`config.mk`:
```
export PLATFORM = sky130hd
export DESIGN_NAME = alu_pipe
export DESIGN_NICKNAME = d
export VERILOG_FILES = /design/src/rtl/alu_pipe.sv
export SDC_FILE = /design/constraint.sdc
export NUM_CORES = 1
export LEC_CHECK = 0
export ABC_AREA = 1
export CAP_MARGIN = 20
export CORE_UTILIZATION = 44
export CTS_CLUSTER_DIAMETER = 120
export DETAILED_ROUTE_END_ITERATION = 6
export GPL_ROUTABILITY_DRIVEN = 1
export HOLD_SLACK_MARGIN = 0.03
export PLACE_DENSITY_LB_ADDON = 0.25
export SYNTH_ARGS = -nofsm -noshare
export SYNTH_HDL_FRONTEND = slang
export SYNTH_SLANG_ARGS = --single-unit
```
`constraint.sdc`:
```
create_clock -name clk -period 2.6 [get_ports clk]
set_input_delay 0.52 -clock clk [delete_from_list [all_inputs] [get_ports clk]]
set_output_delay 0.52 -clock clk [all_outputs]
set_load 0.005 [all_outputs]
```
`src/rtl/alu_pipe.sv`:
```
// alu_pipe: width-parametrised registered ALU with valid/ready handshakes on
// the issue and writeback sides. Most ops complete in one cycle. MUL uses an
// iterative shift-add multiplier that processes one multiplier bit per cycle.
//
// Ports:
//   clk, rst             rising-edge clock, asynchronous active-high reset
//   in_valid / in_ready  issue handshake; op, in1 and in2 are latched on transfer
//   op                   operation code (0..12 legal, 13..15 raise err)
//   in1, in2             operands A and B
//   out_valid/out_ready  writeback handshake; outputs are held while stalled
//   out                  result
//   flag_z/n/c/v         zero, negative, carry/borrow/shift-out, signed overflow
//   err                  illegal op code
//
// state | meaning
// IDLE  | no result pending, ready for a new op
// MUL   | multiplier iterating, issue blocked
// DONE  | result valid on out, waiting for out_ready
module alu_pipe #(
  parameter int WIDTH = 8,
  parameter int SHW   = $clog2(WIDTH)
) (
  input  logic             clk,
  input  logic             rst,
  input  logic             in_valid,
  output logic             in_ready,
  input  logic [3:0]       op,
  input  logic [WIDTH-1:0] in1,
  input  logic [WIDTH-1:0] in2,
  output logic             out_valid,
  input  logic             out_ready,
  output logic [WIDTH-1:0] out,
  output logic             flag_z,
  output logic             flag_n,
  output logic             flag_c,
  output logic             flag_v,
  output logic             err
);

  localparam int CW = $clog2(WIDTH + 1);

  localparam logic [3:0] OP_ADD  = 4'd0;
  localparam logic [3:0] OP_SUB  = 4'd1;
  localparam logic [3:0] OP_AND  = 4'd2;
  localparam logic [3:0] OP_OR   = 4'd3;
  localparam logic [3:0] OP_XOR  = 4'd4;
  localparam logic [3:0] OP_NOT  = 4'd5;
  localparam logic [3:0] OP_SHL  = 4'd6;
  localparam logic [3:0] OP_SHR  = 4'd7;
  localparam logic [3:0] OP_SRA  = 4'd8;
  localparam logic [3:0] OP_SLT  = 4'd9;
  localparam logic [3:0] OP_SLTU = 4'd10;
  localparam logic [3:0] OP_MUL  = 4'd11;
  localparam logic [3:0] OP_PASS = 4'd12;

  typedef enum logic [1:0] {S_IDLE, S_MUL, S_DONE} state_t;

  state_t             state;
  logic [2*WIDTH-1:0] mul_acc;
  logic [2*WIDTH-1:0] mul_mcand;
  logic [WIDTH-1:0]   mul_mplier;
  logic [CW-1:0]      mul_cnt;
  logic [2*WIDTH-1:0] mul_sum;

  logic             accept;
  logic [SHW-1:0]   amt;
  logic [WIDTH-1:0] alu_r;
  logic             alu_c;
  logic             alu_v;
  logic             alu_e;

  assign in_ready = (state == S_IDLE) || ((state == S_DONE) && out_ready);
  assign accept   = in_valid && in_ready;
  assign amt      = in2[SHW-1:0];
  assign mul_sum  = mul_acc + (mul_mplier[0] ? mul_mcand : '0);

  always_comb begin
    alu_r = '0;
    alu_c = 1'b0;
    alu_v = 1'b0;
    alu_e = 1'b0;
    case (op)
      OP_ADD: begin
        {alu_c, alu_r} = {1'b0, in1} + {1'b0, in2};
        alu_v = (in1[WIDTH-1] == in2[WIDTH-1]) && (alu_r[WIDTH-1] != in1[WIDTH-1]);
      end
      OP_SUB: begin
        // top bit of the (WIDTH+1)-bit difference is the unsigned borrow
        {alu_c, alu_r} = {1'b0, in1} - {1'b0, in2};
        alu_v = (in1[WIDTH-1] != in2[WIDTH-1]) && (alu_r[WIDTH-1] != in1[WIDTH-1]);
      end
      OP_AND:  alu_r = in1 & in2;
      OP_OR:   alu_r = in1 | in2;
      OP_XOR:  alu_r = in1 ^ in2;
      OP_NOT:  alu_r = ~in1;
      // The extra guard bit catches the last bit shifted out. It stays 0 when amt is 0.
      OP_SHL:  {alu_c, alu_r} = {1'b0, in1} << amt;
      OP_SHR:  {alu_r, alu_c} = {in1, 1'b0} >> amt;
      OP_SRA:  {alu_r, alu_c} = $signed({in1, 1'b0}) >>> amt;
      OP_SLT:  alu_r = {{(WIDTH-1){1'b0}}, ($signed(in1) < $signed(in2))};
      OP_SLTU: alu_r = {{(WIDTH-1){1'b0}}, (in1 < in2)};
      OP_MUL:  alu_r = '0;
      OP_PASS: alu_r = in2;
      default: alu_e = 1'b1;
    endcase
  end

  always_ff @(posedge clk or posedge rst) begin
    if (rst) begin
      state      <= S_IDLE;
      out_valid  <= 1'b0;
      out        <= '0;
      flag_z     <= 1'b0;
      flag_n     <= 1'b0;
      flag_c     <= 1'b0;
      flag_v     <= 1'b0;
      err        <= 1'b0;
      mul_acc    <= '0;
      mul_mcand  <= '0;
      mul_mplier <= '0;
      mul_cnt    <= '0;
    end else if (accept) begin
      // Accept happens only from IDLE or a retiring DONE. A stalled result is never overwritten.
      if (op == OP_MUL) begin
        state      <= S_MUL;
        out_valid  <= 1'b0;
        mul_acc    <= '0;
        mul_mcand  <= {{WIDTH{1'b0}}, in1};
        mul_mplier <= in2;
        mul_cnt    <= CW'(WIDTH);
      end else begin
        state     <= S_DONE;
        out_valid <= 1'b1;
        out       <= alu_r;
        flag_z    <= (alu_r == '0);
        flag_n    <= alu_r[WIDTH-1];
        flag_c    <= alu_c;
        flag_v    <= alu_v;
        err       <= alu_e;
      end
    end else begin
      case (state)
        S_MUL: begin
          if (mul_cnt != '0) begin
            mul_acc    <= mul_sum;
            mul_mcand  <= mul_mcand << 1;
            mul_mplier <= mul_mplier >> 1;
            mul_cnt    <= mul_cnt - 1'b1;
          end else begin
            // All bits have been added. Publishing the result takes one extra cycle.
            state     <= S_DONE;
            out_valid <= 1'b1;
            out       <= mul_acc[WIDTH-1:0];
            flag_z    <= (mul_acc[WIDTH-1:0] == '0);
            flag_n    <= mul_acc[WIDTH-1];
            flag_c    <= |mul_acc[2*WIDTH-1:WIDTH];
            flag_v    <= 1'b0;
            err       <= 1'b0;
          end
        end
        S_DONE: begin
          if (out_ready) begin
            state     <= S_IDLE;
            out_valid <= 1'b0;
          end
        end
        default: ;
      endcase
    end
  end

endmodule
```
=== Yosys cells after proc, flatten, opt, wreduce, memory -nomap -nowiden ===
Cells that the tools add are included.

* Bits in registers: 60
* Latch bits: 0
* Memory bits (writable): 0
* ROM bits: 0
* Input bits: 24
* Output and inout port bits: 15
* Word-level logic and storage cells: 119
* Memories kept: 0

* Add/subtract/negate cells: 4
* Multipliers: 0
* Divide/modulo/power cells: 0
* $lt $le $gt $ge: 2
* Equality and inequality tests: 23
* Shifts and indexed selects: 3
* Mux-type cells: 53
* Bitwise operators: 4
* Reductions and logical operators: 18

{| class="wikitable"
|+ Operator list
! operator !! count
|-
| 16-bit 2-to-1 mux || 9
|-
| 8-bit one-hot mux with 12 select lines || 1
|-
| 8-bit 2-to-1 mux || 8
|-
| 1-bit 2-to-1 mux || 23
|-
| 4-bit equality test, second input constant || 5
|-
| 16-bit adder || 1
|-
| 4-bit by 3-bit equality test with 1-bit output, second input constant || 4
|-
| 8-bit zero test || 2
|-
| 8-bit < comparator || 2
|-
| 4-bit 2-to-1 mux || 4
|-
| 12-bit OR reduction || 1
|-
| 8-bit by 8-bit adder with 9-bit output || 1
|-
| 3-bit AND reduction || 3
|-
| 8-bit by 3-bit << shifter with 9-bit output || 1
|-
| 9-bit by 3-bit >> shifter with 9-bit output || 1
|-
| 9-bit by 3-bit >>> shifter with 9-bit output || 1
|-
| 8-bit by 8-bit subtractor with 9-bit output || 1
|-
| 8-bit AND || 1
|-
| 4-bit by 2-bit equality test with 1-bit output, second input constant || 2
|-
| 2-bit 2-to-1 mux || 4
|-
| 8-bit inverter || 1
|-
| 8-bit bitwise OR || 1
|-
| 8-bit OR reduction || 1
|-
| 8-bit bitwise XOR || 1
|-
| other kinds (19) || 28
|}

=== Logic depth before layout (Yosys ltp) ===
* Word-level depth: 6
* Mapped depth: 16
* Mapped depth without buffers: 15

=== Worst setup path before layout ===
Ideal clock, no wire load.

* Path type: register to register
* From: register mul_mplier[0]
* To: register mul_acc[10]
* Library setup time: 0.117 ns
* Data arrival time: 2.538 ns
* Data required time: 2.483 ns
* Setup slack: -0.055 ns
* Cell stages (with the launch flop): 15
* Path buffers: 2
* Period minus slack after synthesis: 2.655 ns
* Cells stage by stage: dfrtp_1 clkbuf_1 clkbuf_1 nand2_1 inv_1 ha_1 inv_1 fa_1 o21ai_1 a21boi_0 o21ai_1 a21oi_1 or2_2 nand3_1 nand2_1

* Cells in the longest elaborated chain, start to end: 5

{| class="wikitable"
|+ RTL lines
! item !! RTL line !! RTL
|-
| start, declared || 61 || <nowiki>logic [WIDTH-1:0] mul_mplier;</nowiki>
|-
| start signal, assigned || 129 || <nowiki>mul_mplier <= in2;</nowiki>
|-
| start signal, assigned || 147 || <nowiki>mul_mplier <= mul_mplier >> 1;</nowiki>
|-
| 16-bit 2-to-1 mux || 75 || <nowiki>assign mul_sum = mul_acc + (mul_mplier[0] ? mul_mcand : '0);</nowiki>
|-
| 16-bit adder || 75 ||
|-
| 16-bit 2-to-1 mux || 144 || <nowiki>if (mul_cnt != '0) begin</nowiki>
|-
| 16-bit 2-to-1 mux || 142 || <nowiki>case (state)</nowiki>
|-
| 16-bit 2-to-1 mux || 122 || <nowiki>end else if (accept) begin</nowiki>
|-
| end signal, assigned || 145 || <nowiki>mul_acc <= mul_sum;</nowiki>
|-
| end, declared || 59 || <nowiki>logic [2*WIDTH-1:0] mul_acc;</nowiki>
|}

Every way passes these cells. The select of a mux whose other input is x is not followed.
A chain may end at the register's enable or synchronous reset.

=== Final worst setup path ===
* From: input port in2[5]
* To: register flag_z

* Cells in the longest elaborated chain, start to end: 5
* Elaborated cells between the ends (all ways): 11
* Classes of those cells: add/sub (2); order compare (2); mux (3); bitwise (3); reduce/logical (1)

{| class="wikitable"
|+ RTL lines
! item !! RTL line !! RTL
|-
| start, declared || 29 || <nowiki>input logic [WIDTH-1:0] in2,</nowiki>
|-
| 8-bit by 8-bit subtractor with 9-bit output (tied with other cells) || 89 || <nowiki>{alu_c, alu_r} = {1'b0, in1} - {1'b0, in2};</nowiki>
|-
| 8-bit one-hot mux with 12 select lines * || 82 || <nowiki>case (op)</nowiki>
|-
| 8-bit zero test * || 135 || <nowiki>flag_z <= (alu_r == '0);</nowiki>
|-
| 1-bit 2-to-1 mux * || 124 || <nowiki>if (op == OP_MUL) begin</nowiki>
|-
| 1-bit 2-to-1 mux * || 122 ||
|-
| end signal, assigned || 135 ||
|-
| end signal, assigned || 154 || <nowiki>flag_z <= (mul_acc[WIDTH-1:0] == '0);</nowiki>
|-
| end, declared || 33 || <nowiki>output logic flag_z,</nowiki>
|}

Every way passes the cells marked *; elsewhere a longest branch is shown, timed or not. The select of a mux whose other input is x is not followed.

==> flow_metrics.tcl <==
set metrics [dict create \
    run_status "finished, violations left" \
    violations "design-rule violations" \
    postSynth.asyncResetShare_pct 100.0 \
    tightest_slew_ps 562.5 \
    utilization_pct 59.06 \
    combPwrFrac_pct 46.3 \
    switchingPower_mw 1.947 \
    dr.pass1.iters 7 \
    dpl_worst_slack_ps -357.2 \
    seqPwrFrac_pct 29.7 \
    cts_tree "done" \
    start_kind "input pin" \
    hold_buffers 0 \
    h-tree-depth 3 \
    io_pins 39 \
    netlist.top_cell.by_area "dfrtp_1" \
    ant_nets 0 \
    gr-usage-all-layers_pct 28.88 \
    synth_cell_types 41 \
    clkPwrFrac_pct 23.9 \
    powerDensity_nw_per_um2 711.8 \
    multiInputGateArea_um2 3402 \
    cts_buffers 9 \
    cts_sinks 58 \
    drtIter0Drc 694 \
    synth_nets 909 \
    setup-violations-final 0 \
    clock_skew_ps 10.08 \
    r2r-start "mul_mplier[0]" \
    rows 39 \
    hold_viol 0 \
    yosysMostFrequentCell "nand2_1" \
    drv_cap 0 \
    wirelength_um 17880 \
    switching_share_pct 39.87 \
    p_int_mw 2.936 \
    synthTopCellsByCount "nand2_1 (274), inv_1 (96), nand3_1 (84)" \
    power_mw 4.882 \
    antenna_cells 0 \
    drive_gt1_share_pct 15.15 \
    gp_congestion 1.006 \
    yosysTopAreaCellShare_pct 27.25 \
    ir_drop_mv 0.4284 \
    finalWorstSetupSlack_ps 91.75 \
    final_cells 1107 \
    yosys_warnings 0 \
    fillers 1106 \
    syn_area_um2 5326 \
    grt_pass1_vias 5357 \
    synth-seq-cells 58 \
    drc 10 \
    cpPeakStageDelay_ps 500 \
    clkTransAtPathRegs_ps 60 \
    worstSetupPathType "in2reg" \
    cts_root_buffer "clkbuf_16" \
    vias 5993 \
    cellLeakagePower_nw 3.664 \
    port_buffers 38 \
    die_y_um 112.0 \
    regArea_um2 1451 \
    cpMostUsedCell "nand3_1" \
    seq_area_frac_synth_pct 27.25 \
    clk_latency_ps 320 \
    synth.avg_cell_area_um2 6.341 \
    min_period_over_period_pct 96.47 \
    clockBufferDepth 2 \
    path_delay_family "simple AND/OR/NAND/NOR gates" \
    arrival_ps 2760 \
    grt_pass1_wl_um 28300 \
    end_kind "flop" \
    cp_max_fo 9 \
    yosys-top-cells-area "dfrtp_1 (27%), nand2_1 (19%), ha_1 (9.9%), nand3_1 (7.9%), inv_1 (6.8%)" \
    routedWlPerCell_um 16.15 \
    grt_max_degree 32 \
    dpl.hpwl_um 14360 \
    synth_edf_count 0 \
    die-area_um2 12550 \
    synthCells 840 \
    maxSlewViolCount 0 \
    worstHoldPathType "reg2reg" \
    startpoint "in2[5]" \
    start_util_pct 45.86 \
    cp_cell_sequence "clkdlybuf4s50_1, inv_1, ha_1, nor2_1, nand3_1, nand3_1, nand2_1, nand3_1, nand4_1, nor2_1, nand3_1, a21oi_1" \
    cp.required_ps 2850 \
    die_w_um 112.0 \
    worstHoldStart "out[3]" \
    core_area_um2 11610 \
    critical_path_buf_inv_count 2 \
    via_per_inst 5.414 \
    fin_crit_ps 2508 \
    synth_flop_cell "dfrtp_1" \
    critPathSlowestCell "clkdlybuf4s50_1" \
    antenna_found_initial 0 \
    area.growth.synth_to_final_pct 28.78 \
    max_freq_mhz 398.7 \
    fin_nets 1029 \
    grt-ovfl-total 0 \
    placed_cells 1091 \
    maxSlewHeadroom_pct 62.36 \
]
==> worst register-to-register path: cells and delay by family (launching register included) <==
family | cells | cell delay (ps)
compound gates | 4 | 670
fa+ha+maj | 1 | 460
buf+inv | 1 | 200
flops | 1 | 330
simple gates | 4 | 570
==> per-stage QoR <==
stage               hold slack [ps]  TNS, ps  cell area [um^2]
finish                        488.1        0              6859
global route                  510.9   -24.37              6859
CTS                           483.9        0              6784
detailed placement            471.3    -1709              6484
global placement              471.2    -1592              6484
floorplan                     453.0        0              5328
==> power groups by stage <==
stage | combinational, mW | sequential, mW | clock, mW
floorplan | 1.38 | 1.40 | 0
global placement | 2.20 | 1.46 | 0
detailed placement | 2.21 | 1.46 | 0
CTS | 2.23 | 1.45 | 1.18
global route | 2.52 | 1.49 | 1.22
finish | 2.26 | 1.45 | 1.17
==> state kept, by name (all words and copies together), names as in the netlist, 2 cells and up <==
signal      count
mul_acc        16
mul_mcand      16
mul_mplier      8
out             7
mul_cnt         4
state           2
==> layout by cell type, fill, tap and decap left out, types with 4 or more instances in the layout <==
master	netlist	final
o21ai_1	13	13
inv_1	96	95
o21ai_0	32	31
dlymetal6s2s_1	0	4
dfrtp_1	58	58
o22ai_1	12	12
nand3_1	84	83
nor2_1	74	70
a21oi_1	48	46
buf_4	3	96
inv_2	9	10
xor2_1	4	4
nand2_1	274	274
o211ai_1	12	12
nor3_1	6	6
clkdlybuf4s50_1	0	34
nor4_1	5	5
clkbuf_16	0	9
nor2_2	4	7
ha_1	42	39
nand4_1	8	8
==> metal layers <==
| metal | GRT usage, % | share of wire, % | vias to the layer above |
|---|---|---|---|
| li1 | - | - | 2980 |
| met1 | 43.89 | 48 | 2722 |
| met2 | 42.61 | 43 | 256 |
| met3 | 3.888 | 7.0 | 35 |
| met4 | 8.000 | 2.5 | 0 |
| met5 | 0 | 0 | - |
==> path summary, 6_finish.rpt <==
path	slack (ps)	end	depth (start not counted)
worst max-delay path	90	flag_z	12
worst min-delay path	490	out[3]	2
worst max register to register	280	mul_acc[10]	10
worst min register to register	490	out[3]	2
max in group asynchronous	1680	mul_mplier[0]	3
min in group asynchronous	590	mul_acc[10]	3
==> area by class of cell <==
type / count / share of cell area (%)
multi-input combinational: 649 / 49.60
sequential: 58 / 21.16
timing repair buffer: 135 / 16.49
inverter: 107 / 5.856
clock buffer: 10 / 3.484
tap: 143 / 2.609
clock inverter: 5 / 0.8026
==> kinds of logic (layout without fill, tap and decap cells) <==
group / Yosys count / in the layout / share of synthesized area (%)
AO/OA/AOI/OAI: 134 / 134 / 14.52
XOR/XNOR: 6 / 6 / 0.9866
flip-flops: 58 / 58 / 27.25
AND/OR/NAND/NOR: 464 / 464 / 36.18
adder cells (fa/ha/maj): 45 / 45 / 10.99
buffers and inverters: 133 / 257 / 10.08
==> timing repair <==
item	CTS	global route
cloned	0	0
setup buffers	0	1
endpoints found under the setup margin	1	8
pin swaps	0	4
resized for setup	2	20
No activity file was read; power rests on OpenSTA's default activity.
